### config.mk
export PLATFORM = sky130hd
export DESIGN_NAME = uio_bus_arbiter
export DESIGN_NICKNAME = d
export VERILOG_FILES = /design/src/rtl/uio_bus_arbiter.sv
export SDC_FILE = /design/constraint.sdc
export NUM_CORES = 1
export LEC_CHECK = 0
export CAP_MARGIN = 5
export CORE_ASPECT_RATIO = 0.8
export CORE_MARGIN = 2
export CORE_UTILIZATION = 37
export DETAILED_ROUTE_END_ITERATION = 6
export PLACE_DENSITY = 0.77
export SYNTH_ARGS = -nofsm -noshare
export SYNTH_HDL_FRONTEND = slang
export SYNTH_SLANG_ARGS = --single-unit
### constraint.sdc
create_clock -name clk -period 3.12 [get_ports clk]
set_input_delay 0.936 -clock clk [delete_from_list [all_inputs] [get_ports clk]]
set_output_delay 0.936 -clock clk [all_outputs]
set_load 0.05 [all_outputs]
### src/rtl/uio_bus_arbiter.sv
// Round-robin arbiter that time-shares the 8-bit bidirectional uio bus between
// N_REQ requesters, running one-beat read or write transfers with turnaround.
module uio_bus_arbiter #(
  parameter  int N_REQ       = 4,
  parameter  int TURN_CYCLES = 1,
  localparam int IDW         = $clog2(N_REQ)
) (
  input  logic               clk,
  input  logic               rst,
  input  logic               ena,
  input  logic [N_REQ-1:0]   req_valid,
  input  logic [N_REQ-1:0]   req_write,
  input  logic [8*N_REQ-1:0] req_data,
  output logic [N_REQ-1:0]   req_ready,
  output logic               rsp_valid,
  output logic [IDW-1:0]     rsp_id,
  output logic [7:0]         rsp_data,
  input  logic [7:0]         uio_in,
  output logic [7:0]         uio_out,
  output logic [7:0]         uio_oe,
  output logic               busy
);

  typedef enum logic [1:0] {ST_IDLE, ST_XFER, ST_TURN} state_e;

  state_e         state_q;
  logic [IDW-1:0] ptr_q, ptr_d;
  logic [IDW-1:0] id_q;
  logic           wr_q;
  logic [3:0]     turn_cnt_q;
  logic [7:0]     uio_out_q, uio_oe_q;
  logic           rsp_valid_q;
  logic [IDW-1:0] rsp_id_q;
  logic [7:0]     rsp_data_q;

  logic           found;
  logic           grant_valid;
  logic [IDW-1:0] win_id;
  logic           win_write;
  logic [7:0]     win_data;
  logic [N_REQ-1:0] grant_oh;
  logic [IDW:0]   scan_sum;
  logic [IDW:0]   next_sum;

  // Scan from ptr upward, wrapping modulo N_REQ; the first pending request wins.
  always_comb begin
    // NOTE: every variable gets a default first so no path leaves it unassigned,
    // which would otherwise infer a latch.
    found     = 1'b0;
    win_id    = '0;
    scan_sum  = '0;
    for (int k = 0; k < N_REQ; k++) begin
      scan_sum = {1'b0, ptr_q} + (IDW+1)'(k);
      if (scan_sum >= (IDW+1)'(N_REQ)) scan_sum = scan_sum - (IDW+1)'(N_REQ);
      if (!found && req_valid[scan_sum[IDW-1:0]]) begin
        found  = 1'b1;
        win_id = scan_sum[IDW-1:0];
      end
    end

    grant_valid = (state_q == ST_IDLE) && ena && found;
    grant_oh    = '0;
    win_write   = 1'b0;
    win_data    = 8'h00;
    for (int i = 0; i < N_REQ; i++) begin
      if (grant_valid && (win_id == IDW'(i))) begin
        grant_oh[i] = 1'b1;
        win_write   = req_write[i];
        win_data    = req_data[8*i +: 8];
      end
    end

    next_sum = {1'b0, win_id} + (IDW+1)'(1);
    if (next_sum == (IDW+1)'(N_REQ)) next_sum = '0;
    ptr_d = next_sum[IDW-1:0];
  end

  // NOTE: sequential state uses non-blocking assignments so every register
  // samples the pre-edge values regardless of statement order.
  always_ff @(posedge clk) begin
    if (rst) begin
      state_q     <= ST_IDLE;
      ptr_q       <= '0;
      turn_cnt_q  <= '0;
      uio_out_q   <= 8'h00;
      uio_oe_q    <= 8'h00;
      rsp_valid_q <= 1'b0;
      rsp_id_q    <= '0;
      rsp_data_q  <= 8'h00;
    end else begin
      rsp_valid_q <= 1'b0;
      case (state_q)
        ST_IDLE: begin
          if (grant_valid) begin
            state_q   <= ST_XFER;
            ptr_q     <= ptr_d;
            // NOTE: id_q/wr_q are only read in XFER after being loaded here,
            // so they carry no reset.
            id_q      <= win_id;
            wr_q      <= win_write;
            uio_oe_q  <= {8{win_write}};
            uio_out_q <= win_write ? win_data : 8'h00;
          end
        end
        ST_XFER: begin
          uio_oe_q  <= 8'h00;
          uio_out_q <= 8'h00;
          if (wr_q) begin
            state_q    <= ST_TURN;
            turn_cnt_q <= 4'(TURN_CYCLES - 1);
          end else begin
            state_q     <= ST_IDLE;
            rsp_valid_q <= 1'b1;
            rsp_id_q    <= id_q;
            rsp_data_q  <= uio_in;
          end
        end
        ST_TURN: begin
          if (turn_cnt_q == 4'd0) state_q <= ST_IDLE;
          else                    turn_cnt_q <= turn_cnt_q - 4'd1;
        end
        default: state_q <= ST_IDLE;
      endcase
    end
  end

  assign req_ready = grant_oh;
  assign rsp_valid = rsp_valid_q;
  assign rsp_id    = rsp_id_q;
  assign rsp_data  = rsp_data_q;
  assign uio_out   = uio_out_q;
  assign uio_oe    = uio_oe_q;
  assign busy      = (state_q != ST_IDLE);

endmodule

# Yosys cells after proc, flatten, opt, wreduce, memory -nomap -nowiden
# Cells that the tools add are included.
# totals
word_cells	111
latchBits	0
input_bits	51
mem_count	0
ff_bits	38
ram_bits	0
rom_bits	0
out_inout_bits	32
# classes
reduce_logical	25
mul	0
n_bitwise	3
n_addsub	9
mux	46
order_cmp	8
div	0
shift	0
n_eq_ne	10
# op_table
op	count
8-bit 2-to-1 mux	7
8-bit case mux with 2 select lines	2
2-bit 2-to-1 mux	12
1-bit 2-to-1 mux	17
2-bit by 3-bit less-than comparator with 1-bit output, second input constant	4
3-bit greater-or-equal comparator, second input constant	3
1-bit logical AND	9
1-bit binary-select mux with 2-bit select	4
4-bit 2-to-1 mux	2
2-bit inequality test, second input constant	4
4-bit case mux with 2 select lines	1
2-bit AND reduction	4
2-bit by 1-bit subtractor with 2-bit output, second input constant	4
2-bit by 1-bit adder with 3-bit output, second input constant	2
2-bit by 2-bit adder with 3-bit output, second input constant	2
2-bit equality test, second input constant	3
2-bit case mux with 3 select lines	1
3-bit AND reduction	2
2-bit nonzero test	3
2-bit by 1-bit equality test with 1-bit output, second input constant	2
2-bit logical NOT	2
4-bit logical NOT	1
4-bit by 1-bit subtractor with 4-bit output, second input constant	1
3-bit equality test, second input constant	1
4 further kinds	8

# Longest topological paths before layout
# logic_depth
word_depth	23
mapped_depth	10
depth_no_buf	9

# Worst setup path after synthesis
# No wires, ideal clock.
# synth_path
path_kind	input-to-output
startpoint	in req_valid[2]
endpoint	out req_ready[3]
setup_slack_ps	-557
required_ps	2184
n_path_buf	1
arrival_time_ps	2741
cell_stages	7
path_cell_list	mux2i_1 nor2_1 nor3_1 ha_1 clkbuf_1 inv_1 nor2_1
# synth_via
elab_chain_len	15
word_cells_on_any_way	26
classes_between	eq/ne: 1; mux: 17; reduce/logical: 8
# synth_rtl
item	line	rtl
start, declared	11	input logic [N_REQ-1:0] req_valid,
1-bit binary-select mux with 2-bit select	55	if (!found && req_valid[scan_sum[IDW-1:0]]) begin
1-bit 2-to-1 mux (not written as such)	55	
1-bit 2-to-1 mux	55	
1-bit logical NOT	55	
1-bit logical AND	55	
1-bit 2-to-1 mux	55	
1-bit logical NOT	55	
1-bit logical AND	55	
1-bit 2-to-1 mux	55	
1-bit logical NOT	55	
1-bit logical AND	55	
2-bit 2-to-1 mux (*)	55	
net win_id[0]	38	logic [IDW-1:0] win_id;
2-bit equality test (*)	66	if (grant_valid && (win_id == IDW'(i))) begin
1-bit logical AND (*)	66	
1-bit 2-to-1 mux (*)	66	
end, declared	14	output logic [N_REQ-1:0] req_ready,
# The timed path passes the listed nets; every way through them passes the cells marked *. The select of a mux whose other input is x is not followed.

# Worst setup path after layout
# layout_path
startpoint	in req_valid[3]
endpoint	out req_ready[0]
# layout_via
elab_chain_len	15
word_cells_on_any_way	26
classes_between	mux: 17; reduce/logical: 9
# layout_rtl
item	line
1-bit binary-select mux with 2-bit select	55
1-bit 2-to-1 mux (not written as such)	55
1-bit 2-to-1 mux	55
1-bit logical NOT	55
1-bit logical AND	55
1-bit 2-to-1 mux	55
1-bit logical NOT	55
1-bit logical AND	55
1-bit 2-to-1 mux	55
1-bit logical NOT	55
1-bit logical AND	55
2-bit 2-to-1 mux (*)	55
net win_id[1]	38
2-bit logical NOT (*)	66
1-bit logical AND (*)	66
1-bit 2-to-1 mux (*)	66
# Marks and branches as above.

==> results.py <==
metrics = {
    "worst_setup_path": {
        "critPathKind": "in2out",
        "slowest_delay_ns": 0.27,
        "r2r_start": "ptr_q[1]$_SDFFE_PP0P_",
        "worst_path_dominant_cell_family": "buffers and inverters",
        "end_kind": "primary output",
        "crit_fanout": 4,
        "start_kind": "input pin",
        "critPathArrivalTime_ns": 2.14,
        "cp.required_ns": 2.18,
        "cpMaxStageDelayCell": "o22a_4",
        "crit_buf_inv": 4,
        "crit_start": "req_valid[3]",
        "crit_chain": "dlygate4sd2_1 > buf_4 > o22a_4 > inv_2 > ha_2 > and2_4 > buf_12",
    },
    "yosys": {
        "ys_seq_area_share_pct": 37.8,
        "synth_seq_cells": 31,
        "synth-edff-count": 3,
        "ys_warn_count": 0,
        "dominantRegCellSynth": "dfxtp_1",
        "yosysUniqueCellTypes": 42,
        "synth_fp_nets": 270,
        "synth_cells": 213,
        "synthArstFlopShare_pct": 0,
        "netlist_area_sq_mm": 0.00172,
        "synth.avg_cell_area_sq_um": 8.08,
    },
    "timing": {
        "period_share_pct": 98.7,
        "final_hold_viol_count": 0,
        "setup_viol": 0,
        "rsz0062_at_grt": "false",
        "fin_skew_ns": 0.00964,
        "setup_tns_ns": 0,
        "period_needed_ns": 3.08,
        "fmax_ghz": 0.325,
        "maxSlewHeadroom_pct": 58.2,
        "drv_slew": 0,
        "tightest_slew_ns": 0.624,
        "holdWs_ns": 0.452,
    },
    "place": {
        "place_inst": 354,
        "gp_congestion": 0.837,
        "portBuffers": 82,
        "dp_hpwl_um": 3700,
    },
    "die": {
        "core_area_sq_mm": 0.00454,
        "die_w_um": 80.3,
        "initial_utilization_pct": 37.9,
        "die_h_um": 65.0,
        "num_rows": 22,
        "io_pins": 83,
        "die_area_sq_mm": 0.00522,
    },
    "global_route": {
        "grt_max_degree": 20,
        "antenna_found_initial": 0,
        "grt_pass1_wl_um": 7520,
        "grt_overflow": 0,
        "grtUsageTotal_pct": 18.7,
        "grt_pass1_vias": 1727,
    },
    "pwr": {
        "p_leak_nw": 1.06,
        "ir_drop_uv": 234,
        "p_per_area_mw_per_mm2": 414,
    },
    "clocking": {
        "insertion_delay_ns": 0.28,
        "ctsHtreeMaxLevel": 2,
        "numCtsBuffers": 5,
        "cts_root_buf": "clkbuf_8",
        "cts_tree": "done",
        "hold_buffers": 0,
        "clkTransAtPathRegs_ns": 0.06,
        "clock_path_buffers": 2,
        "cts_sinks": 31,
    },
    "cells_and_area": {
        "finalNonFillerCells": 364,
        "area_growth_syn_to_layout_pct": 64.8,
        "antennaDiodeCount": 0,
        "final_cell_mix": "clkdlybuf4s50_1 (73), nand2_1 (37), dfxtp_1 (28)",
        "final_nets": 360,
        "utilization_pct": 62.5,
        "final_common_cell": "clkdlybuf4s50_1",
        "drive_gt1_share_pct": 18.4,
    },
    "drt": {
        "drcViolationCount": 0,
        "vias_per_cell": 4.94,
        "drt_iter0_markers": 64,
        "ant_nets": 0,
        "route.vias.total": 1798,
        "drt-total-wl_um": 4670,
        "first_pass_iters": 4,
        "wire_per_inst_um": 12.8,
    },
    "run_status": {
        "status": "complete, no violations",
    },
    "flow_run": {
        "cap_violations": 0,
    },
    "min_path": {
        "hp-class": "reg2reg",
        "hp-start": "rsp_data[5]$_SDFFE_PP0P_",
    },
}
-- what timing repair did --
| action | CTS | global route |
|---|---|---|
| pin swaps | 6 | 1 |
| setup endpoints to repair | 6 | 4 |
| gates resized for setup | 24 | 4 |
| buffers inserted | 2 | 0 |
-- sequential cells by signal, indices dropped and copies added, names as in the netlist --
name,flops
state_q,2
uio_out,8
ptr_q,2
id_q,2
turn_cnt_q,4
wr_q,1
rsp_id,2
rsp_valid,1
rsp_data,8
uio_oe,1
-- report_power, final --
part           internal, mW  leakage (nW)  switching [mW]  total (mW)
clock network         0.178        0.0482           0.140       0.318
logic                 0.194         0.754           0.227       0.421
registers             0.422         0.256          0.0136       0.435
total                 0.793          1.06           0.380        1.17
-- worst paths after layout --
check	to	depth (start not counted)	slack, ns
worst max register to register	wr_q$_DFFE_PP_	11	0.64
worst max-delay path	req_ready[0]	7	0.04
worst min register to register	rsp_data[5]$_SDFFE_PP0P_	2	0.45
worst min-delay path	rsp_data[5]$_SDFFE_PP0P_	2	0.45
-- synthesized netlist by cell type (all sizes together) (2+ instances only) --
master / number / area share (%)
a211oi: 2 / 1.2
a21oi: 17 / 4.9
a22oi: 7 / 3.1
a31oi: 7 / 2.5
and2: 3 / 1.1
buf: 10 / 5.2
clkbuf: 11 / 2.4
dfxtp: 28 / 33
edfxtp: 3 / 5.2
ha: 6 / 4.4
inv: 8 / 1.7
nand2: 37 / 8.1
nand3: 13 / 3.8
nand4: 2 / 0.73
nor2: 10 / 2.3
nor2b: 3 / 1.1
nor3: 10 / 2.9
nor4: 2 / 1.6
o21ai: 9 / 2.6
o2bb2ai: 7 / 3.6
or2: 2 / 0.73
or3b: 2 / 1.0
xor2: 2 / 1.0
-- layer usage --
metal / wire length, um / global-route usage (%)
met1: 1980 / 20.9
met5: 0 / 0
met2: 2150 / 30.9
met4: 58 / 6.57
met3: 490 / 9.05
-- cell families after synthesis --
| logic type | Yosys count | share of synthesized area, % |
|---|---|---|
| and+or+nand+nor | 88 | 25.0 |
| AOI/OAI and AO/OA | 56 | 21.9 |
| DFF | 31 | 37.8 |
| buffers and inverters | 29 | 9.37 |
| adders and majority gates | 6 | 4.36 |
| xor gates and xnor gates | 2 | 1.02 |
| muxes | 1 | 0.581 |
-- through the flow --
step | setup WS (ns) | area, sq um | power, mW
final | 0.0418 | 2840 | 1.17
after global routing | 0.000179 | 2840 | 1.23
after CTS | -0.00469 | 2820 | 1.17
after detailed placement | -0.445 | 2690 | 0.848
after global placement | -0.380 | 2690 | 0.843
after floorplan | -0.00256 | 1740 | 0.682
-- tightest hold or removal path, delay by kind of cell (launching register included) --
family             cells  cell delay (ns)
AOI/OAI and AO/OA      1             0.05
DFF                    1             0.31
and+or+nand+nor        1             0.05
-- cell type report --
| class | count | area (sq um) |
|---|---|---|
| Fill cell | 403 | 1710 |
| Tap cell | 60 | 75.1 |
| Multi-Input combinational cell | 153 | 981 |
| Clock inverter | 1 | 5.00 |
| Timing Repair Buffer | 104 | 1010 |
| Clock buffer | 7 | 86.3 |
| Sequential cell | 31 | 651 |
| Inverter | 8 | 30.0 |
No activity file was read; power rests on OpenSTA's default activity.
